==> src/rtl/spmv_row_accumulator.sv <==
// Consumer side of per-channel value FIFOs: accumulates each channel's values into row sums
// and hands finished rows to a single valid/ready output, served round-robin across channels.
module spmv_row_accumulator #(
  parameter int channel_num     = 4,
  parameter int channel_num_log = 2,
  parameter int val_bits        = 8,
  parameter int acc_bits        = 24,
  parameter int row_len_bits    = 8
) (
  input  logic                            clk,
  input  logic                            rst,
  input  logic [channel_num-1:0]          empty,
  input  logic [val_bits*channel_num-1:0] out,
  output logic [channel_num-1:0]          read,
  input  logic [row_len_bits-1:0]         row_len,
  output logic                            res_valid,
  output logic [acc_bits-1:0]             res_data,
  output logic [channel_num_log-1:0]      res_channel,
  input  logic                            res_ready
);

  typedef logic [channel_num_log-1:0] ch_t;
  typedef logic [acc_bits-1:0]        acc_t;
  typedef logic [row_len_bits-1:0]    len_t;

  localparam ch_t last_ch = ch_t'(channel_num - 1);

  ch_t                    rd_ptr_q, rd_ptr_d;
  ch_t                    out_ptr_q, out_ptr_d;
  logic                   cap_valid_q, cap_valid_d;
  ch_t                    cap_ch_q, cap_ch_d;
  acc_t                   acc_q    [channel_num];
  acc_t                   acc_d    [channel_num];
  len_t                   cnt_q    [channel_num];
  len_t                   cnt_d    [channel_num];
  acc_t                   result_q [channel_num];
  acc_t                   result_d [channel_num];
  logic [channel_num-1:0] pending_q, pending_d;
  logic                   res_valid_q, res_valid_d;
  acc_t                   res_data_q, res_data_d;
  ch_t                    res_channel_q, res_channel_d;

  logic [val_bits-1:0]    cap_val;
  len_t                   eff_len;
  logic                   last_beat;
  acc_t                   sum;
  ch_t                    sel;
  ch_t                    idx;
  logic                   found;
  logic                   load;

  // Scan pointer visits one channel per cycle; a channel waiting on its result is skipped.
  always_comb begin
    read = '0;
    for (int i = 0; i < channel_num; i++) begin
      if (!rst && rd_ptr_q == ch_t'(i) && !empty[i] && !pending_q[i]) read[i] = 1'b1;
    end
  end

  always_comb begin
    cap_val = '0;
    for (int i = 0; i < channel_num; i++) begin
      if (cap_ch_q == ch_t'(i)) cap_val = out[i*val_bits +: val_bits];
    end
  end

  assign eff_len   = (row_len == '0) ? len_t'(1) : row_len;
  assign last_beat = (cnt_q[cap_ch_q] == eff_len - len_t'(1));
  assign sum       = acc_q[cap_ch_q] + acc_t'(cap_val);

  // First pending channel at or after out_ptr, wrapping around.
  always_comb begin
    sel   = '0;
    idx   = '0;
    found = 1'b0;
    for (int k = 0; k < channel_num; k++) begin
      idx = ch_t'((int'(out_ptr_q) + k) % channel_num);
      if (!found && pending_q[idx]) begin
        sel   = idx;
        found = 1'b1;
      end
    end
  end

  assign load = (!res_valid_q || res_ready) && (|pending_q);

  // NOTE: every signal written here gets a default first, so no path leaves one unassigned
  // and no latch is inferred.
  always_comb begin
    rd_ptr_d      = (rd_ptr_q == last_ch) ? '0 : rd_ptr_q + ch_t'(1);
    cap_valid_d   = |read;
    cap_ch_d      = rd_ptr_q;
    out_ptr_d     = out_ptr_q;
    acc_d         = acc_q;
    cnt_d         = cnt_q;
    result_d      = result_q;
    pending_d     = pending_q;
    res_valid_d   = res_valid_q;
    res_data_d    = res_data_q;
    res_channel_d = res_channel_q;

    if (load) begin
      pending_d[sel] = 1'b0;
      res_valid_d    = 1'b1;
      res_data_d     = result_q[sel];
      res_channel_d  = sel;
      out_ptr_d      = (sel == last_ch) ? '0 : sel + ch_t'(1);
    end else if (res_valid_q && res_ready) begin
      res_valid_d = 1'b0;
    end

    // The set bit is always a different channel from the one drained above: a pending
    // channel issues no reads, so it cannot be completing a row.
    if (cap_valid_q) begin
      if (last_beat) begin
        result_d[cap_ch_q]  = sum;
        pending_d[cap_ch_q] = 1'b1;
        acc_d[cap_ch_q]     = '0;
        cnt_d[cap_ch_q]     = '0;
      end else begin
        acc_d[cap_ch_q] = sum;
        cnt_d[cap_ch_q] = cnt_q[cap_ch_q] + len_t'(1);
      end
    end
  end

  // NOTE: the per-channel arrays are reset along with the control state, because a reset
  // must throw away partial row sums rather than let them leak into the next row.
  always_ff @(posedge clk or posedge rst) begin
    if (rst) begin
      rd_ptr_q      <= '0;
      out_ptr_q     <= '0;
      cap_valid_q   <= 1'b0;
      cap_ch_q      <= '0;
      for (int i = 0; i < channel_num; i++) begin
        acc_q[i]    <= '0;
        cnt_q[i]    <= '0;
        result_q[i] <= '0;
      end
      pending_q     <= '0;
      res_valid_q   <= 1'b0;
      res_data_q    <= '0;
      res_channel_q <= '0;
    end else begin
      // NOTE: non-blocking assignments here so every register samples pre-edge values.
      rd_ptr_q      <= rd_ptr_d;
      out_ptr_q     <= out_ptr_d;
      cap_valid_q   <= cap_valid_d;
      cap_ch_q      <= cap_ch_d;
      acc_q         <= acc_d;
      cnt_q         <= cnt_d;
      result_q      <= result_d;
      pending_q     <= pending_d;
      res_valid_q   <= res_valid_d;
      res_data_q    <= res_data_d;
      res_channel_q <= res_channel_d;
    end
  end

  assign res_valid   = res_valid_q;
  assign res_data    = res_data_q;
  assign res_channel = res_channel_q;

endmodule

==> config.mk <==
export PLATFORM = sky130hd
export DESIGN_NAME = spmv_row_accumulator
export DESIGN_NICKNAME = d
export VERILOG_FILES = /design/src/rtl/spmv_row_accumulator.sv
export SDC_FILE = /design/constraint.sdc
export NUM_CORES = 1
export LEC_CHECK = 0
export BUFFER_PORTS_ARGS = -buffer_cell sky130_fd_sc_hd__buf_4
export CAP_MARGIN = 40
export CORE_AREA = 2 2 158 160
export DETAILED_ROUTE_END_ITERATION = 7
export DIE_AREA = 0 0 160 162
export PLACE_DENSITY = 0.83
export SETUP_SLACK_MARGIN = 0.3
export SYNTH_ARGS = -nofsm -noshare
export SYNTH_HDL_FRONTEND = slang
export SYNTH_SLANG_ARGS = --single-unit
==> constraint.sdc <==
create_clock -name clk -period 11.3 [get_ports clk]
set_input_delay 0 -clock clk [delete_from_list [all_inputs] [get_ports clk]]
set_output_delay 0 -clock clk [all_outputs]
set_load 0.02 [all_outputs]
==> impl_results.md, run 1 <==
- Result of the run: complete, no violations
- Area share of fa/ha/maj cells after synthesis: 0.0188
- Final Max Tran Viols: 0
- Min Clock Period, post-route: roughly 4.0 ns
- Post-route clock period utilization: 0.350
- Maximum number of pins on one net before global-route repair: ~110
- Antenna diode count: 0
- Initial standard-cell utilization of the core: 0.542
- Leftover overflow at the end of global routing: 0
- Primary FF master, synth: sky130_fd_sc_hd__dfrtp_1
- Antenna Nets Post-Route: 0
- Setup repair after global routing missed its margin: false
- Sinks on Clock Net: 262
- RD Place Congestion: 0.777
- Highest metal layer used by the detailed router: met4
- Max-capacitance violation count: 0
- Placement Setup Slack: 7.43 ns
- Actual slew at the worst max-slew pin: between 0.8 and 0.9 ns
- Share of synthesized area occupied by flip-flops and latches: 0.502
- Ports: 78
- Class of the worst hold path: in -> reg
- Width of the die: around 160 um
- Wire length of the first global-routing pass: between 40 and 50 mm
- Post-synthesis simple-gate area fraction: 0.0784
- Placed instance area: ~14000 sq um
- IO Port Bufs: 77
- Final #Nets: ~1200
- Met2 WL post-DR: 13.5 mm
- Sort of element at the end of the critical path: flip-flop
- Yosys warning count: 0
- Smallest setup slack after layout: 7.34 ns
- Crit path arrival time: approximately 4.4 ns
- Synthesis-to-layout area growth: 13.0%
- Post-synthesis mux area share: 0.232
- Layout fillers: ~1800
- Vias per inst: 5.99
- Number of placed instances with taps included: 1390
- Number of hold-slack violations in the final timing report: 0
- Cell at the root of the clock tree: sky130_fd_sc_hd__clkbuf_16
- P per Cell Area: approximately 180 nW/um^2
- Maximum clock skew at final layout: between 0.008 and 0.009 ns
- Vias after detailed routing: 8583
- Synth async-reset ratio: 1.00
- Detailed Route Iter0 Violations: just under 700
- Avg WL per Cell: 19.1 um
- Number of placement rows: 57
- Synthesis-stage register bit count: 262
- Placeable core region: between 20000 and 25000 sq um
- Die footprint: roughly 26000 sq um
- Static leakage: 7.12 nW
- Main combinational cell family by area after synthesis: multiplexers
- EDFF count, synth: 0
- Detailed-route DRC error count: 0
- Accumulated negative setup slack: 0 ns
- Routed length on met1: 11.8 mm
- Final number of setup-violating endpoints: 0
- Non-filler instance count after layout: approximately 1400
- DPL Wire Length: roughly 17 mm
- Worst setup path class: reg -> reg
- Fraction of final layout cells with drive strength greater than 1: 0.281
- Kind of start point of the critical path: flip-flop
- Maximum number of buffers from clock root to sink: 3
- Detailed Route WL: approximately 27 mm
- Clock insertion delay at the later pin of the skew report: 0.52 ns
- Max-slew headroom at the worst pin: 0.417
- Mean Syn Cell Area: between 10 and 15 sq um
- H-tree Lvls: 1
- Worst supply voltage drop on vdd: 133 uV
- Fraction of the mapped netlist area in compound gates: 0.0933
- Post-cts resize count: 0
- Syn Inst Count: between 1000 and 1500
- Overall global routing resource usage: 0.218
- Clk pin slew, worst setup/hold paths: 0.06 ns
- Via count of the first global-routing pass: ~9000
- Post-synthesis instance area: between 10000 and 15000 sq um
- Chip Height: approximately 160 um
- Router iterations before antenna repair: 5
- Parity-gate share of the synthesized area counting xor and xnor cells: 0.0406
- Synth cell types: 54
- Antenna violations before repair: 0
- TritonCTS clock tree: built
- Required time reported for the critical path endpoint: roughly 12 ns
- Max Fclk: 253 MHz
- Final standard cell area without fillers: 14800 sq um
- Worst Hold Slack: 0.0723 ns
- Largest fanout of any net on the critical path: 34
- Number of CTS-inserted buffers: 25
- Met3 routed WL: around 1.3 mm
- Synthesized net count: about 1100
per-layer routing:
layer / vias to the layer above / GRT usage
met2: 237 / 0.371
met3: 51 / 0.0237
li1: 3919 / -
met5: - / 0
met4: 0 / 0.0692
met1: 4376 / 0.299
registers in the layout, indices dropped and copies added (netlist names), 2 cells and up:
register / count
acc_q: 96
result_q: 96
cnt_q: 32
res_data: 24
pending_q: 4
cap_ch_d: 2
cap_ch_q: 2
out_ptr_q: 2
res_channel: 2
per-stage QoR:
stage          total power [W]  utilization
2_1_floorplan          0.00167            -
3_3_place_gp           0.00181        0.572
3_5_place_dp           0.00186        0.578
4_1_cts                0.00269        0.612
5_1_grt                0.00282        0.612
6_report               0.00268        0.612
path summary, 6_finish.rpt:
kind | cells after the start | endpoint | startpoint | slack (ns)
setup / recovery | 10 | result_q[91] | cap_ch_q[0] | 7.34
hold / removal | 3 | cap_valid_q | empty[1] | 0.07
setup reg to reg | 10 | result_q[91] | cap_ch_q[0] | 7.34
hold reg to reg | 0 | cap_ch_q[1] | cap_ch_d[1] | 0.45
max in group asynchronous | 5 | result_q[37] | rst | 9.97
min in group asynchronous | 3 | out_ptr_q[0] | rst | 0.20
placed cells by master (no fill, tap or decap), drive strengths merged, types with 4 or more instances in the layout:
master / instances
mux4: 40
and4: 4
a21o: 4
nand4: 4
clkbuf: 38
xnor2: 31
mux2i: 73
nand3: 13
nor3: 9
and2: 4
xor2: 27
a21oi: 12
nor2: 9
nor4b: 4
buf: 94
mux2: 122
nand2: 151
dfrtp: 262
inv: 17
o21ai: 4
nor4: 4
ha: 18
o31ai: 129
synthesized netlist by cell type, types with 6 or more instances:
library cell | n | area (sq um)
sky130_fd_sc_hd__dfrtp_1 | 262 | 6560
sky130_fd_sc_hd__nand2_1 | 151 | 567
sky130_fd_sc_hd__o31ai_1 | 129 | 968
sky130_fd_sc_hd__mux2_2 | 116 | 1310
sky130_fd_sc_hd__mux2i_1 | 73 | 731
sky130_fd_sc_hd__clkbuf_1 | 40 | 150
sky130_fd_sc_hd__mux4_2 | 40 | 901
sky130_fd_sc_hd__xnor2_1 | 31 | 272
sky130_fd_sc_hd__xor2_1 | 27 | 236
sky130_fd_sc_hd__ha_1 | 18 | 225
sky130_fd_sc_hd__inv_1 | 17 | 63.8
sky130_fd_sc_hd__buf_4 | 13 | 97.6
sky130_fd_sc_hd__a21oi_1 | 12 | 60.1
sky130_fd_sc_hd__nand3_1 | 10 | 50.1
sky130_fd_sc_hd__nor2_1 | 9 | 33.8
sky130_fd_sc_hd__nor3_1 | 9 | 45.0
sky130_fd_sc_hd__buf_6 | 8 | 90.1
sky130_fd_sc_hd__buf_2 | 7 | 35.0
sky130_fd_sc_hd__buf_1 | 6 | 22.5
sky130_fd_sc_hd__mux2_4 | 6 | 90.1
where the power goes:
| group | internal, W | switching [W] | leakage, nW | total (W) |
|---|---|---|---|---|
| clock network | 0.000485 | 0.000342 | 0.403 | 0.000827 |
| logic | 0.000269 | 0.000401 | 3.25 | 0.000670 |
| registers | 0.00110 | 0.0000871 | 3.47 | 0.00118 |
cell families after synthesis:
logic type                 after synthesis
and+or+nand+nor                        216
xor gates and xnor gates                59
DFF                                    262
buffers and inverters                   91
AOI/OAI and AO/OA                      164
muxes                                  235
adders and majority gates               19
final cells by class:
cell class	instances	area [sq um]	share of cell area
Clock inverter	4	45.0	0.00305
Multi-Input combinational cell	693	6100	0.413
Clock buffer	38	764	0.0518
Sequential cell	262	6560	0.444
Inverter	17	71.3	0.00483
Tap cell	324	405	0.0275
Timing Repair Buffer	96	816	0.0553
repair_timing:
| item | 4_1_cts | 5_1_grt |
|---|---|---|
| hold endpoints to repair | 115 | 0 |
| hold buffers | 2 | 0 |
| buffers inserted | 0 | 0 |
critical path, stage by stage, from the launching register on:
cell	delay [ns]
sky130_fd_sc_hd__dfrtp_2	0.34
sky130_fd_sc_hd__buf_4	0.25
sky130_fd_sc_hd__buf_16	0.29
sky130_fd_sc_hd__mux4_2	0.55
sky130_fd_sc_hd__ha_1	0.40
sky130_fd_sc_hd__o211ai_1	0.14
sky130_fd_sc_hd__o21ai_1	0.50
sky130_fd_sc_hd__o22ai_1	0.23
sky130_fd_sc_hd__nor3_1	0.46
sky130_fd_sc_hd__xor2_1	0.45
sky130_fd_sc_hd__mux2_2	0.25
Note: power is estimated with default switching activity, not from simulation.
==> run 2, diff against run 1 <==
--- a/config.mk
+++ b/config.mk
@@ -5,12 +5,13 @@
 export SDC_FILE = /design/constraint.sdc
 export NUM_CORES = 1
 export LEC_CHECK = 0
+export ABC_AREA = 1
 export BUFFER_PORTS_ARGS = -buffer_cell sky130_fd_sc_hd__buf_4
 export CAP_MARGIN = 40
-export CORE_AREA = 2 2 158 160
+export CORE_AREA = 2 2 162 164
 export DETAILED_ROUTE_END_ITERATION = 7
-export DIE_AREA = 0 0 160 162
-export PLACE_DENSITY = 0.83
+export DIE_AREA = 0 0 164 166
+export PLACE_DENSITY = 0.86
 export SETUP_SLACK_MARGIN = 0.3
 export SYNTH_ARGS = -nofsm -noshare
 export SYNTH_HDL_FRONTEND = slang
==> constraint.sdc (replaced) <==
create_clock -name clk -period 3.5 [get_ports clk]
set_input_delay 0 -clock clk [delete_from_list [all_inputs] [get_ports clk]]
set_output_delay 0 -clock clk [all_outputs]
set_load 0.02 [all_outputs]
==> impl_results.md, run 2 <==
- Number of CTS-inserted buffers: 27 (+8.0%)
- Max-capacitance violation count: 0 (unchanged)
- Endpoint of the most critical setup path: acc_q[19]
- Required time reported for the critical path endpoint: 3.95 ns (-7.80 ns)
- Total net switching power: 0.00530 W (+540%)
- IO Port Bufs: 77 (unchanged)
- Worst path cell trace: inv_4 > buf_6 > nor2_4 > buf_4 > a221oi_2 > ha_1 > buf_4 > a21oi_1 > nand3_2 > nand3_1 > nand2_2 > nand3_1 > nand2_1 > nand2_1 > nand2_1 > a21boi_0
- Largest registers in the final layout: acc_q x96, result_q x96, cnt_q x32
- Cell at the root of the clock tree: sky130_fd_sc_hd__clkbuf_16
- Clk pin slew, worst setup/hold paths: 0.07 ns (about the same)
- H-tree Lvls: 1 (unchanged)
- Worst reg2reg path endpoint: acc_q[19]
- Kind of start point of the critical path: flip-flop
- RD Place Congestion: 0.988 (+27%)
- Synthesis-to-layout area growth: 16.4%
- Synth async-reset ratio: 1.00 (unchanged)
- Largest cells by area after synthesis: sky130_fd_sc_hd__dfrtp_1, sky130_fd_sc_hd__nand2_1, sky130_fd_sc_hd__nand3_1
- Met3 Usage GRT: 0.0360 (+0.0122)
- Parity-gate share of the synthesized area counting xor and xnor cells: 0.0125 (-0.0281)
- P per Cell Area: 809 nW/um^2 (+350%)
- Actual slew at the worst max-slew pin: 1.25 ns (+0.378 ns)
- Synthesis-stage register bit count: 262 (unchanged)
- Worst setup path class: reg -> reg
- Fraction of the mapped netlist area in compound gates: 0.103 (+0.00979)
- Antenna Nets Post-Route: 0 (unchanged)
- Initial standard-cell utilization of the core: 0.542 (about the same)
- Area share of fa/ha/maj cells after synthesis: 0.0177 (-0.00111)
- Class of the worst hold path: in -> reg
- Commonest non-fill, non-tap cell in the layout: sky130_fd_sc_hd__nand2_1
- Met2 Usage GRT: 0.473 (+0.101)
- Top cell type's share of synthesized area: 0.472 (-0.0298)
- DPL Wire Length: 23.9 mm (+41%)
- Result of the run: complete, no violations
- Most Crowded Layer GR: met2
- Met1 track demand over resource in global routing: 0.364 (+0.0653)
- EDFF count, synth: 0 (unchanged)
- Post-synthesis simple-gate area fraction: 0.290 (+0.211)
- Biggest cell delay along the critical path: 0.41 ns (-0.14 ns)
- Syn Inst Count: 1806 (+73%)
- Vias per inst: 5.64 (-5.7%)
- Number of placed instances with taps included: 2175 (+56%)
- Yosys warning count: 0 (unchanged)
- Sinks on Clock Net: 262 (unchanged)
- Vias after detailed routing: 12600 (+47%)
- Antenna violations before repair: 0 (unchanged)
- Switching Share: 0.405 (+0.0952)
- Post-route clock period utilization: 0.882 (+0.532)
- Main combinational cell family by area after synthesis: simple AND/OR/NAND/NOR gates
- Detailed Route Iter0 Violations: 1331 (+94%)
- Setup slack on the worst flop-to-flop path: 0.41 ns (-6.93 ns)
- Overall global routing resource usage: 0.279 (+0.0602)
- Sequential share of power: 0.325 (-0.117)
- Most common library cells after synthesis: sky130_fd_sc_hd__nand2_1, sky130_fd_sc_hd__dfrtp_1, sky130_fd_sc_hd__inv_1, sky130_fd_sc_hd__nand3_1, sky130_fd_sc_hd__nor2_1
- Max-slew headroom at the worst pin: 0.165 (-0.252)
- Number of instances on the worst hold path: 6 (+3)
- Crit-path slowest cell: sky130_fd_sc_hd__dfrtp_1
- Maximum number of pins on one net before global-route repair: 205 (+81%)
- Leftover overflow at the end of global routing: 0 (unchanged)
- Maximum clock skew at final layout: 0.0165 ns (+0.00792 ns)
- Clock insertion delay at the later pin of the skew report: 0.54 ns (+0.02 ns)
- Via count of the first global-routing pass: 12600 (+40%)
- Mean Syn Cell Area: 7.69 sq um (-38%)
- Setup repair after global routing missed its margin: true
- Synth cell types: 40 (-26%)
- Width of the die: 164 um (+2.5%)
- Router iterations before antenna repair: 6 (+1)
- Maximum number of buffers from clock root to sink: 3 (unchanged)
- Number of hold-slack violations in the final timing report: 0 (unchanged)
- Post-synthesis instance area: 13900 sq um (+6.3%)
- Chip Height: 166 um (+2.5%)
- Post-synthesis mux area share: 0.0231 (-0.209)
- Worst supply voltage drop on vdd: 766 uV (+470%)
- Top cell by count, worst path: sky130_fd_sc_hd__nand2_1
- Final number of setup-violating endpoints: 0 (unchanged)
- Final Max Tran Viols: 0 (unchanged)
- Count of cells along the worst register-to-register path: 16 (+6)
- Origin of the worst setup path: cap_ch_q[1]
- Min Clock Period, post-route: 3.09 ns (-0.871 ns)
- Largest fanout of any net on the critical path: 12 (-65%)
- Final #Nets: 1947 (+68%)
- Clock network power share: 0.254 (-0.054)
- Die footprint: 27200 sq um (+5.0%)
- Combinational Power Share: 0.421 (+0.171)
- Startpoint of the most critical register-to-register path: cap_ch_q[1]
- Placeable core region: 25600 sq um (+6.3%)
- Top cell type by total area after synthesis: sky130_fd_sc_hd__dfrtp_1
- TritonCTS clock tree: built
- Fraction of final layout cells with drive strength greater than 1: 0.144 (-0.137)
- Sort of element at the end of the critical path: flip-flop
- Crit path arrival time: 3.54 ns (-0.87 ns)
- Detailed-route DRC error count: 0 (unchanged)
- Static leakage: 8.39 nW (+18%)
- Detailed Route WL: 37.8 mm (+38%)
- Ports: 78 (unchanged)
- Worst Hold Slack: 0.0786 ns (+0.00624 ns)
- Share of synthesized area occupied by flip-flops and latches: 0.472 (-0.0298)
- Max Fclk: 324 MHz (+28%)
- Avg WL per Cell: 16.9 um (-11%)
- Number of placement rows: 59 (+3.5%)
- Highest-count cells in the layout ignoring fill and taps: sky130_fd_sc_hd__nand2_1, sky130_fd_sc_hd__dfrtp_1, sky130_fd_sc_hd__inv_1
- Synthesized net count: 1872 (+68%)
- Non-filler instance count after layout: 2236 (+56%)
- Primary FF master, synth: sky130_fd_sc_hd__dfrtp_1
- Internal: 0.00778 W (+320%)
- Most common cell in the synthesized netlist: sky130_fd_sc_hd__nand2_1
- Antenna diode count: 0 (unchanged)
- Wire length of the first global-routing pass: 62.0 mm (+33%)
run 2: changes by cell type after synthesis, moves of 34 or more:
cell,delta
sky130_fd_sc_hd__mux4_2,-40
sky130_fd_sc_hd__nand3_1,+139
sky130_fd_sc_hd__o31ai_1,-129
sky130_fd_sc_hd__inv_1,+157
sky130_fd_sc_hd__mux2i_1,-41
sky130_fd_sc_hd__nand2_1,+464
sky130_fd_sc_hd__mux2_2,-116
sky130_fd_sc_hd__o21ai_0,+97
sky130_fd_sc_hd__a21oi_1,+34
sky130_fd_sc_hd__nor2_1,+101
run 2: logic make-up after synthesis:
logic type | Yosys count
fa+ha+maj | 19
mux | 32
compound gates | 246
xor+xnor | 19
buf+inv | 270
simple gates | 958
flops | 262
run 2: how the worst min path moves through the flow:
stage / from / end / slack, ns
after floorplan: empty[1] / read[1] / 0.09
after global placement: empty[2] / read[2] / 0.26
after detailed placement: empty[2] / read[2] / 0.27
after CTS: row_len[7] / cnt_q[7] / 0.07
after global routing: out[16] / result_q[48] / 0.15
final: out[16] / result_q[48] / 0.08
run 2: timing repair:
action / in CTS / in global routing
buffers inserted: 1 / 6
resized for setup: 13 / 37
cloned: 0 / 1
hold buffers: 4 / 0
hold endpoints to repair: 264 / 0
pin swaps: 2 / 7
endpoints found under the setup margin: 100 / 172
run 2: worst max-delay path: cells and delay by family (launching register included):
family / cells / cell delay, ns
flip-flops: 1 / 0.41
AO/OA/AOI/OAI: 3 / 0.71
buffers and inverters: 4 / 0.66
adder cells (fa/ha/maj): 1 / 0.30
AND/OR/NAND/NOR: 8 / 0.92
run 2: power groups by stage:
stage	logic, W	registers (W)	clock network (W)
final	0.00550	0.00425	0.00333
after global routing	0.00608	0.00433	0.00346
after CTS	0.00529	0.00424	0.00335
after detailed placement	0.00518	0.00428	0
after global placement	0.00502	0.00424	0
after floorplan	0.00348	0.00433	0
run 2: layout make-up:
cell class,instances,area [sq um]
inverter,182,698
fill,2040,9450
clock inverter,15,287
clock buffer,34,752
sequential,262,6560
tap,335,419
timing repair buffer,134,1090
multi-input combinational,1274,6360
run 2: per-layer routing:
layer  vias to the layer above  wire (um)
met5                         -          0
met4                         0       1280
met3                       109       2980
met2                       578      18300
met1                      6038      15200
li1                       5895          -
run 2: per-stage QoR:
stage / worst slack, ns / util / TNS (ns) / power [W] / area [sq um]
2_1_floorplan: -1.23 / - / -1.78 / 0.00781 / 13900
3_3_place_gp: 0.193 / 0.579 / 0 / 0.00926 / 14800
3_5_place_dp: -0.0411 / 0.579 / -0.0570 / 0.00946 / 14800
4_1_cts: 0.328 / 0.623 / 0 / 0.0129 / 16000
5_1_grt: 0.241 / 0.631 / 0 / 0.0139 / 16200
6_report: 0.413 / 0.631 / 0 / 0.0131 / 16200
==> run 3, diff against run 2 <==
--- a/config.mk
+++ b/config.mk
@@ -8,10 +8,11 @@
 export ABC_AREA = 1
 export BUFFER_PORTS_ARGS = -buffer_cell sky130_fd_sc_hd__buf_4
 export CAP_MARGIN = 40
-export CORE_AREA = 2 2 162 164
+export CORE_AREA = 2 2 190 192
 export DETAILED_ROUTE_END_ITERATION = 7
-export DIE_AREA = 0 0 164 166
-export PLACE_DENSITY = 0.86
+export DIE_AREA = 0 0 192 194
+export PLACE_DENSITY = 0.69
+export REMOVE_ABC_BUFFERS = 1
 export SETUP_SLACK_MARGIN = 0.3
 export SYNTH_ARGS = -nofsm -noshare
 export SYNTH_HDL_FRONTEND = slang
==> impl_results.md, run 3 (synthesis gave the netlist of run 2 again) <==
- Result of the run: complete, no violations
- Largest registers in the final layout: acc_q x96, result_q x96, cnt_q x32
- Router iterations before antenna repair: 6 (unchanged)
- DPL Wire Length: 24.8 mm (+3.8%)
- Setup repair after global routing missed its margin: true
- Die footprint: 37200 sq um (+37%)
- Number of placement rows: 69 (+17%)
- Final standard cell area without fillers: 16300 sq um (+0.93%)
- Max-capacitance violation count: 0 (unchanged)
- Class of the worst hold path: in -> reg
- Sinks on Clock Net: 262 (unchanged)
- Required time reported for the critical path endpoint: 3.97 ns (+0.02 ns)
- Post-route clock period utilization: 0.895 (+0.0131)
- Sort of element at the end of the critical path: flip-flop
- Clock insertion delay at the later pin of the skew report: 0.54 ns (about the same)
- Finished Core Util: 0.463 (-0.168)
- Count of cells along the worst register-to-register path: 16 (unchanged)
- Placed instance area: 15100 sq um (+2.0%)
- H-tree Lvls: 1 (unchanged)
- Antenna violations before repair: 0 (unchanged)
- Number of CTS-inserted buffers: 28 (+3.7%)
- Final #Nets: 1953 (+0.31%)
- RD Place Congestion: 0.898 (-9.2%)
- P per Cell Area: 792 nW/um^2 (-2.2%)
- Max Fclk: 319 MHz (-1.5%)
- Chip Height: 194 um (+17%)
- Via count of the first global-routing pass: 11800 (-6.4%)
- Worst reg2reg path endpoint: acc_q[8]
- Highest-count cells in the layout ignoring fill and taps: sky130_fd_sc_hd__nand2_1, sky130_fd_sc_hd__dfrtp_1, sky130_fd_sc_hd__inv_1
- Maximum number of buffers from clock root to sink: 3 (unchanged)
- Final number of setup-violating endpoints: 0 (unchanged)
- Wire length of the first global-routing pass: 61.8 mm (-0.39%)
- Detailed Route Iter0 Violations: 1088 (-18%)
- Origin of the worst setup path: cap_ch_q[0]
- Setup slack on the worst flop-to-flop path: 0.37 ns (-0.05 ns)
- Crit path arrival time: 3.61 ns (+0.07 ns)
- Synthesis-to-layout area growth: 17.5%
- Vias per inst: 5.13 (-9.1%)
- Antenna diode count: 0 (unchanged)
- Width of the die: 192 um (+17%)
- Largest fanout of any net on the critical path: 15 (+3)
- Worst setup path class: reg -> reg
- Endpoint of the most critical setup path: acc_q[8]
- Kind of start point of the critical path: flip-flop
- Leftover overflow at the end of global routing: 0 (unchanged)
- Static leakage: 8.41 nW (+0.26%)
- Vias after detailed routing: 12100 (-3.8%)
- Layout fillers: 3414 (+67%)
- TritonCTS clock tree: built
- Worst supply voltage drop on vdd: 629 uV (-18%)
- Ports: 78 (unchanged)
- Detailed-route DRC error count: 0 (unchanged)
- Maximum clock skew at final layout: 0.0122 ns (-0.00432 ns)
- Initial standard-cell utilization of the core: 0.394 (-0.148)
- Min Clock Period, post-route: 3.13 ns (+0.0458 ns)
- Final Max Tran Viols: 0 (unchanged)
- Fraction of final layout cells with drive strength greater than 1: 0.143 (-0.000976)
- Avg WL per Cell: 16.0 um (-5.5%)
- Startpoint of the most critical register-to-register path: cap_ch_q[0]
- Number of hold-slack violations in the final timing report: 0 (unchanged)
- Placeable core region: 35200 sq um (+38%)
- Maximum number of pins on one net before global-route repair: 104 (-49%)
- Max-slew headroom at the worst pin: 0.435 (+0.270)
- Commonest non-fill, non-tap cell in the layout: sky130_fd_sc_hd__nand2_1
- Clk pin slew, worst setup/hold paths: 0.07 ns (about the same)
- Overall global routing resource usage: 0.205 (-0.0732)
- Cell at the root of the clock tree: sky130_fd_sc_hd__clkbuf_16
- IO Port Bufs: 77 (unchanged)
- Detailed Route WL: 37.8 mm (about the same)
- Antenna Nets Post-Route: 0 (unchanged)
- Actual slew at the worst max-slew pin: 0.847 ns (-0.406 ns)
## run 3: changes by cell type in the layout (fill, tap and decap cells not counted), sizes merged
cell	change
clkinvlp	-4
bufinv	-4
clkinv	+1
inv	+2
buf	+6
clkbuf	+5
## run 3: worst min-delay path by stage
stage | end | slack, ns | startpoint | cells past startpoint
2_1_floorplan | read[1] | 0.09 | empty[1] | 1
3_3_place_gp | cap_valid_q | 0.20 | rst | 2
3_5_place_dp | pending_q[3] | 0.20 | rst | 2
4_1_cts | cnt_q[15] | 0.07 | row_len[7] | 8
5_1_grt | result_q[24] | 0.13 | out[16] | 6
6_report | cnt_q[15] | 0.07 | row_len[7] | 8
## run 3: cell type report
type | instances | area [sq um] | share of cell area
timing repair buffer | 139 | 1170 | 0.0716
clock buffer | 40 | 827 | 0.0507
multi-input combinational | 1274 | 6340 | 0.389
clock inverter | 10 | 150 | 0.00920
sequential | 262 | 6560 | 0.402
inverter | 182 | 693 | 0.0425
tap | 461 | 577 | 0.0354
## run 3: critical path: stages (launching register included)
cell                      delay, ns
sky130_fd_sc_hd__dfrtp_2       0.45
sky130_fd_sc_hd__buf_4         0.19
sky130_fd_sc_hd__nand2_2       0.09
sky130_fd_sc_hd__inv_4         0.08
sky130_fd_sc_hd__buf_12        0.16
sky130_fd_sc_hd__nand2_1       0.06
sky130_fd_sc_hd__nand4_1       0.25
sky130_fd_sc_hd__ha_4          0.32
sky130_fd_sc_hd__a21oi_1       0.18
sky130_fd_sc_hd__nor2_1        0.09
sky130_fd_sc_hd__nor2_1        0.18
sky130_fd_sc_hd__o21ai_2       0.11
sky130_fd_sc_hd__buf_4         0.15
sky130_fd_sc_hd__xor2_1        0.32
sky130_fd_sc_hd__nand2_1       0.20
sky130_fd_sc_hd__nand2_1       0.10
sky130_fd_sc_hd__o21a_1        0.11
## run 3: routing by layer
layer,up-vias,GRT usage,wire length (um)
met5,-,0,0
met4,0,0.0577,837
met3,62,0.0290,2160
met2,328,0.344,18000
met1,5854,0.278,16800
li1,5901,-,-
## run 3: stage by stage
step                hold slack, ns  setup TNS, ns  setup slack (ns)  std cells  power [W]
global route                 0.125              0             0.258       2368     0.0138
floorplan                   0.0872       -1028.10             -3.73       1718    0.00771
detailed placement           0.203              0             0.145       2311    0.00960
CTS                         0.0667              0             0.323       2365     0.0128
finish                      0.0750              0             0.367       2368     0.0129
global placement             0.196              0             0.211       2310    0.00947
## run 3: power by group
group,switching (W),total [W],internal [W]
Clock,0.00124,0.00317,0.00193
Combinational,0.00357,0.00551,0.00194
Sequential,0.000420,0.00424,0.00382
## run 3: repair_timing
item	in CTS	in global routing
resized for setup	8	36
pin swaps	2	10
setup buffers	0	3
hold buffers	4	0
cloned	0	0
endpoints found under the hold margin	101	0
endpoints found under the setup margin	69	127
